<file path="src/rtl/fifo_pkg.sv">
// Shared constants and types for the FIFO read-side word packer.
// Holds FIFO geometry, the packer state encoding and the output word width.
package fifo_pkg;

   localparam int DATA_WIDTH     = 8;
   localparam int ADDR_WIDTH     = 5;
   localparam int DEPTH          = 1 << ADDR_WIDTH;
   localparam int BYTES_PER_WORD = 4;
   localparam int WORD_WIDTH     = DATA_WIDTH * BYTES_PER_WORD;

   typedef enum logic {
      FILL,
      OUT
   } packer_state_t;

   function automatic int word_width(input int dw, input int bpw);
      return dw * bpw;
   endfunction

endpackage

</file>
<file path="src/rtl/packer_idle_timer.sv">
// Idle counter for the word packer: counts consecutive idle cycles and
// pulses tmo on the TIMEOUT_CYCLES-th one. Ports: clk, rst, idle in; tmo out.
module packer_idle_timer #(
   parameter int TIMEOUT_CYCLES = 16
) (
   input  logic clk,
   input  logic rst,
   input  logic idle,
   output logic tmo
);

   import fifo_pkg::*;

   localparam int TW = $clog2(TIMEOUT_CYCLES + 1);

   logic [TW-1:0] count;

   // Pulse on the last idle cycle so the flush lands exactly on the limit.
   assign tmo = idle && (count == TW'(TIMEOUT_CYCLES - 1));

   always_ff @(posedge clk or posedge rst) begin
      if (rst) begin
         count <= '0;
      end else if (!idle || tmo) begin
         count <= '0;
      end else begin
         count <= count + TW'(1);
      end
   end

endmodule

</file>
<file path="src/rtl/fifo_word_packer.sv">
// Pops bytes from an 8-bit FIFO and packs them little-endian into words on a
// valid/ready port; partial words leave on flush (or idle timeout when
// PACKER_TIMEOUT_EN is defined).
// Ports: clk, rst, fifo_empty/fifo_rd/fifo_dout (FIFO read side), flush,
// word_data/word_be/word_valid/word_ready (output word handshake).
module fifo_word_packer #(
   parameter int DATA_WIDTH     = fifo_pkg::DATA_WIDTH,
   parameter int BYTES_PER_WORD = fifo_pkg::BYTES_PER_WORD,
   parameter int TIMEOUT_CYCLES = 16
) (
   input  logic                                 clk,
   input  logic                                 rst,
   input  logic                                 fifo_empty,
   output logic                                 fifo_rd,
   input  logic [DATA_WIDTH-1:0]                fifo_dout,
   input  logic                                 flush,
   output logic [DATA_WIDTH*BYTES_PER_WORD-1:0] word_data,
   output logic [BYTES_PER_WORD-1:0]            word_be,
   output logic                                 word_valid,
   input  logic                                 word_ready
);

   import fifo_pkg::*;

   localparam int WW = word_width(DATA_WIDTH, BYTES_PER_WORD);
   localparam int CW = $clog2(BYTES_PER_WORD + 1);

   if (BYTES_PER_WORD < 2 || TIMEOUT_CYCLES < 1) begin : g_bad_cfg
      $error("fifo_word_packer: unsupported parameter set");
   end

   packer_state_t                         state;
   logic [CW-1:0]                         cnt;
   logic                                  pend;
   logic                                  flush_pend;
   logic [BYTES_PER_WORD-1:0][DATA_WIDTH-1:0] lanes;

   logic [CW:0] fill;
   logic        full_now;
   logic        flush_req;
   logic        tmo;

   // Bytes already captured plus the one still in flight.
   assign fill     = {1'b0, cnt} + {{CW{1'b0}}, pend};
   assign full_now = pend && (fill == (CW+1)'(BYTES_PER_WORD));

   assign fifo_rd = (state == FILL) && !fifo_empty
                 && (fill < (CW+1)'(BYTES_PER_WORD)) && !flush_pend;

   assign word_data = WW'(lanes);

`ifdef PACKER_TIMEOUT_EN
   logic idle;

   assign idle = (state == FILL) && (cnt != '0) && !pend && fifo_empty;

   packer_idle_timer #(
      .TIMEOUT_CYCLES(TIMEOUT_CYCLES)
   ) u_timer (
      .clk  (clk),
      .rst  (rst),
      .idle (idle),
      .tmo  (tmo)
   );
`else
   assign tmo = 1'b0;
`endif

   assign flush_req = flush | tmo;

   always_ff @(posedge clk or posedge rst) begin
      if (rst) begin
         state      <= FILL;
         cnt        <= '0;
         pend       <= 1'b0;
         flush_pend <= 1'b0;
         lanes      <= '0;
         word_be    <= '0;
         word_valid <= 1'b0;
      end else begin
         unique case (state)
            FILL: begin
               pend <= fifo_rd;
               if (pend) begin
                  for (int i = 0; i < BYTES_PER_WORD; i++) begin
                     if (cnt == CW'(i)) begin
                        lanes[i]   <= fifo_dout;
                        word_be[i] <= 1'b1;
                     end
                  end
                  cnt <= cnt + CW'(1);
               end
               if (full_now || (!pend && flush_pend)) begin
                  state      <= OUT;
                  word_valid <= 1'b1;
               end else if (flush_req && (fill != '0)) begin
                  // A read issued this cycle must land before the word leaves.
                  if (!pend && !fifo_rd) begin
                     state      <= OUT;
                     word_valid <= 1'b1;
                  end else begin
                     flush_pend <= 1'b1;
                  end
               end
            end
            OUT: begin
               pend <= 1'b0;
               if (word_ready) begin
                  state      <= FILL;
                  word_valid <= 1'b0;
                  cnt        <= '0;
                  word_be    <= '0;
                  lanes      <= '0;
                  flush_pend <= 1'b0;
               end
            end
         endcase
      end
   end

endmodule
</file>
<file path="config.mk">
export PLATFORM = sky130hd
export DESIGN_NAME = fifo_word_packer
export DESIGN_NICKNAME = d
export VERILOG_FILES = /design/src/rtl/fifo_pkg.sv /design/src/rtl/packer_idle_timer.sv /design/src/rtl/fifo_word_packer.sv
export SDC_FILE = /design/constraint.sdc
export NUM_CORES = 1
export LEC_CHECK = 0
export BUFFER_PORTS_ARGS = -buffer_cell sky130_fd_sc_hd__clkbuf_2
export CORE_AREA = 5 5 77 79
export DETAILED_ROUTE_END_ITERATION = 7
export DIE_AREA = 0 0 82 84
export PLACE_DENSITY = 0.63
export SYNTH_ARGS = -nofsm -noshare
export SYNTH_HDL_FRONTEND = slang
export SYNTH_SLANG_ARGS = --single-unit
</file>
<file path="constraint.sdc">
create_clock -name clk -period 1.9 [get_ports clk]
set_input_delay 0.38 -clock clk [delete_from_list [all_inputs] [get_ports clk]]
set_output_delay 0.38 -clock clk [all_outputs]
set_load 0.01 [all_outputs]
</file>
==> reports/qor.txt <==
Post-Route WL - 4200 um
Worst Hold Class - input port to asynchronous set/reset pin
Port buffer count - 50
CP Launch Type - flip-flop
Unrepaired setup endpoints after global routing - yes
Seq/Total Area, Yosys - 56.3%
Synth-to-layout area growth - 24.2%
Largest area contributor in the netlist - dfrtp_1
Syn_area_per_cell - 10.1 um2
Buf/Inv on CP - 1
Reg clk slew, reported paths - 0.09 ns
Most frequent cell after synthesis - dfrtp_1
Clk pwr share - 20.4%
Synth warnings - 0
R2R Setup Slk - 0.15 ns
Post-synthesis register bit count - 43
Worst slew pin tran - 0.653 ns
Chip height - 84 um
First-pass GRT wire length - 7010 um
Cts bufs inserted - 5
I/O Pins - 51
Fin Clk Skew - 0.00683 ns
Max_slew headroom - 56.2%
Hold bufs inserted after CTS - 0
EDFF count, synth - 0
Worst EP required - 1.52 ns
Asr flop ratio synth - 100%
Sequential share of power - 42.8%
GP Congestion - 0.744
Post-synth top area share - 56.3%
Die area - 6890 um2
Crit end category - output pin
Starting Density - 36.3%
Net Sw Power - 0.00111 W
FF-to-FF End - word_valid
Via count - 1487
Gr usage total - 13.1%
Netlist cell types - 32
P_int - 0.00184 W
DR WL/cell - 13.2 um
Post-route ant nets - 0
Crit-path max cell delay - 0.40 ns
CTS Buffer Depth - 2
Syn Inst Count - 190
DRC viols - 0
Power Density - 1240 nW/um2
FF-to-FF Start - pend
Setup TNS - -0.103 ns
Total grt overflow - 0
Final period util - 105%
Number of global-route vias before repair - 1447
Largest net degree at the start of global routing - 44
Max-Cap Viols - 0
Status - finished with violations
CP cell instances - ha_2 > ha_4 > a21boi_1 > a21o_1 > and2_1 > clkbuf_2
1st-iter DRT viols - 64
Worst Hold Slack - 0.180 ns
Final hold viol count - 0
Post-synth top cells - 43 x dfrtp_1, 33 x nand2_1, 25 x nand3_1
Critical path class - flip-flop to output pin
H-Tree Level Count - 2
Leakage power - 1.20 nW
Clock latency at the later pin of the worst-skew pair - 0.30 ns
Std-Cell Rows - 27
Layout cells sized above 1 - 30.8%
Top delay family on crit path - flip-flops
Drt pass-1 iters - 4
Synth Flop Type - dfrtp_1
Max Fclk - 499 MHz
Layout Utilization - 45.0%
Core area - 5270 um2
Initial antenna violation count - 0
Setup slack after layout - -0.103 ns
Worst path slowest cell - dfrtp_1
Mean number of vias per cell - 4.66
Final Max Tran Viols - 0
Origin of the worst setup path - pend
VDD IR max - 0.517 mV
Arr. time, crit path - 1.62 ns
Clock sinks - 43
Switching part of the total - 37.6%
Pre-CTS worst setup slack - 0.0729 ns
Dpl hpwl - 2980 um
Worst-path fanout max - 4
Die span in x - 82 um
Logic pwr share - 36.8%
Syn Nets - 210
Failing checks - negative setup slack
Mapped Area - 1910 um2
Worst-case reg-to-reg path depth - 7
Final nets - 266
Endpoints failing setup - 1
CTS tree - done
Diode count - 0
Root buf cell - clkbuf_8
Min cycle time layout - 2.00 ns
Synth top area cells - dfrtp_1 56%, nand3_1 6.5%, nand2_1 6.5%
==> timing repair <==
item	in CTS	in global routing
setup endpoints to repair	1	1
pin swaps	2	0
gates cloned	0	0
buffers inserted	2	1
resized for setup	4	0
==> power groups by stage <==
stage	clock [W]	combinational, W	sequential (W)
6_report	0.000601	0.00108	0.00126
5_1_grt	0.000656	0.00123	0.00129
4_1_cts	0.000625	0.00110	0.00126
3_5_place_dp	0	0.00108	0.00127
3_3_place_gp	0	0.00106	0.00127
2_1_floorplan	0	0.000685	0.00131
==> cell families after synthesis <==
group                    Yosys count  synth area share, %
AND/OR/NAND/NOR                   80                 20.8
buffers and inverters             17                 4.13
adder cells (fa/ha/maj)            7                 4.58
AO/OA/AOI/OAI                     39                 12.2
XOR/XNOR                           1                0.458
flip-flops                        43                 56.3
multiplexers                       3                 1.57
==> sequential cells by signal (all words and copies together) (netlist names) <==
name,flops
word_valid,1
word_data,32
cnt,3
state,1
flush_pend,1
word_be,4
pend,1
==> how the worst max path moves through the flow <==
stage          slack (ns)  cells after the start  endpoint
2_1_floorplan        0.14                      5   fifo_rd
3_3_place_gp         0.10                      6   fifo_rd
3_5_place_dp         0.07                      6   fifo_rd
4_1_cts             -0.11                      6   fifo_rd
5_1_grt             -0.17                      6   fifo_rd
6_report            -0.10                      6   fifo_rd
==> layer usage <==
layer	up-vias	GRT usage, %	part of all wire (%)
li1	755	-	-
met1	687	19.2	50
met2	39	18.4	44
met3	6	2.27	4.5
met4	0	6.34	1.0
met5	-	0	0
==> stage by stage <==
step	cell area, um2	instances	total power (W)
after floorplan	1910	190	0.00199
after global placement	2240	308	0.00232
after detailed placement	2240	308	0.00235
after global routing	2370	319	0.00318
after CTS	2370	318	0.00298
final	2370	319	0.00295
==> worst min-delay path: cells and delay by family <==
family | cells | cell delay, ns
buf+inv | 3 | 0.57
==> cell type report <==
cell class / instances / area [um2]
repair buffers: 59 / 318
clock buffers: 5 / 68.8
inverters: 7 / 26.3
fillers: 539 / 2900
multi-input cells: 130 / 771
well taps: 72 / 90.1
flip-flops and latches: 43 / 1080
clock inverters: 3 / 23.8
==> cell usage in the layout, fill, tap and decap left out, types with 7 or more instances in the layout <==
master	count
o21ai_1	18
o21ai_0	8
dfrtp_1	43
inv_1	7
nand2_1	33
nand3_1	25
clkbuf_2	50
nand2b_1	10
buf_4	9
Power figures use the tool's default switching activity.
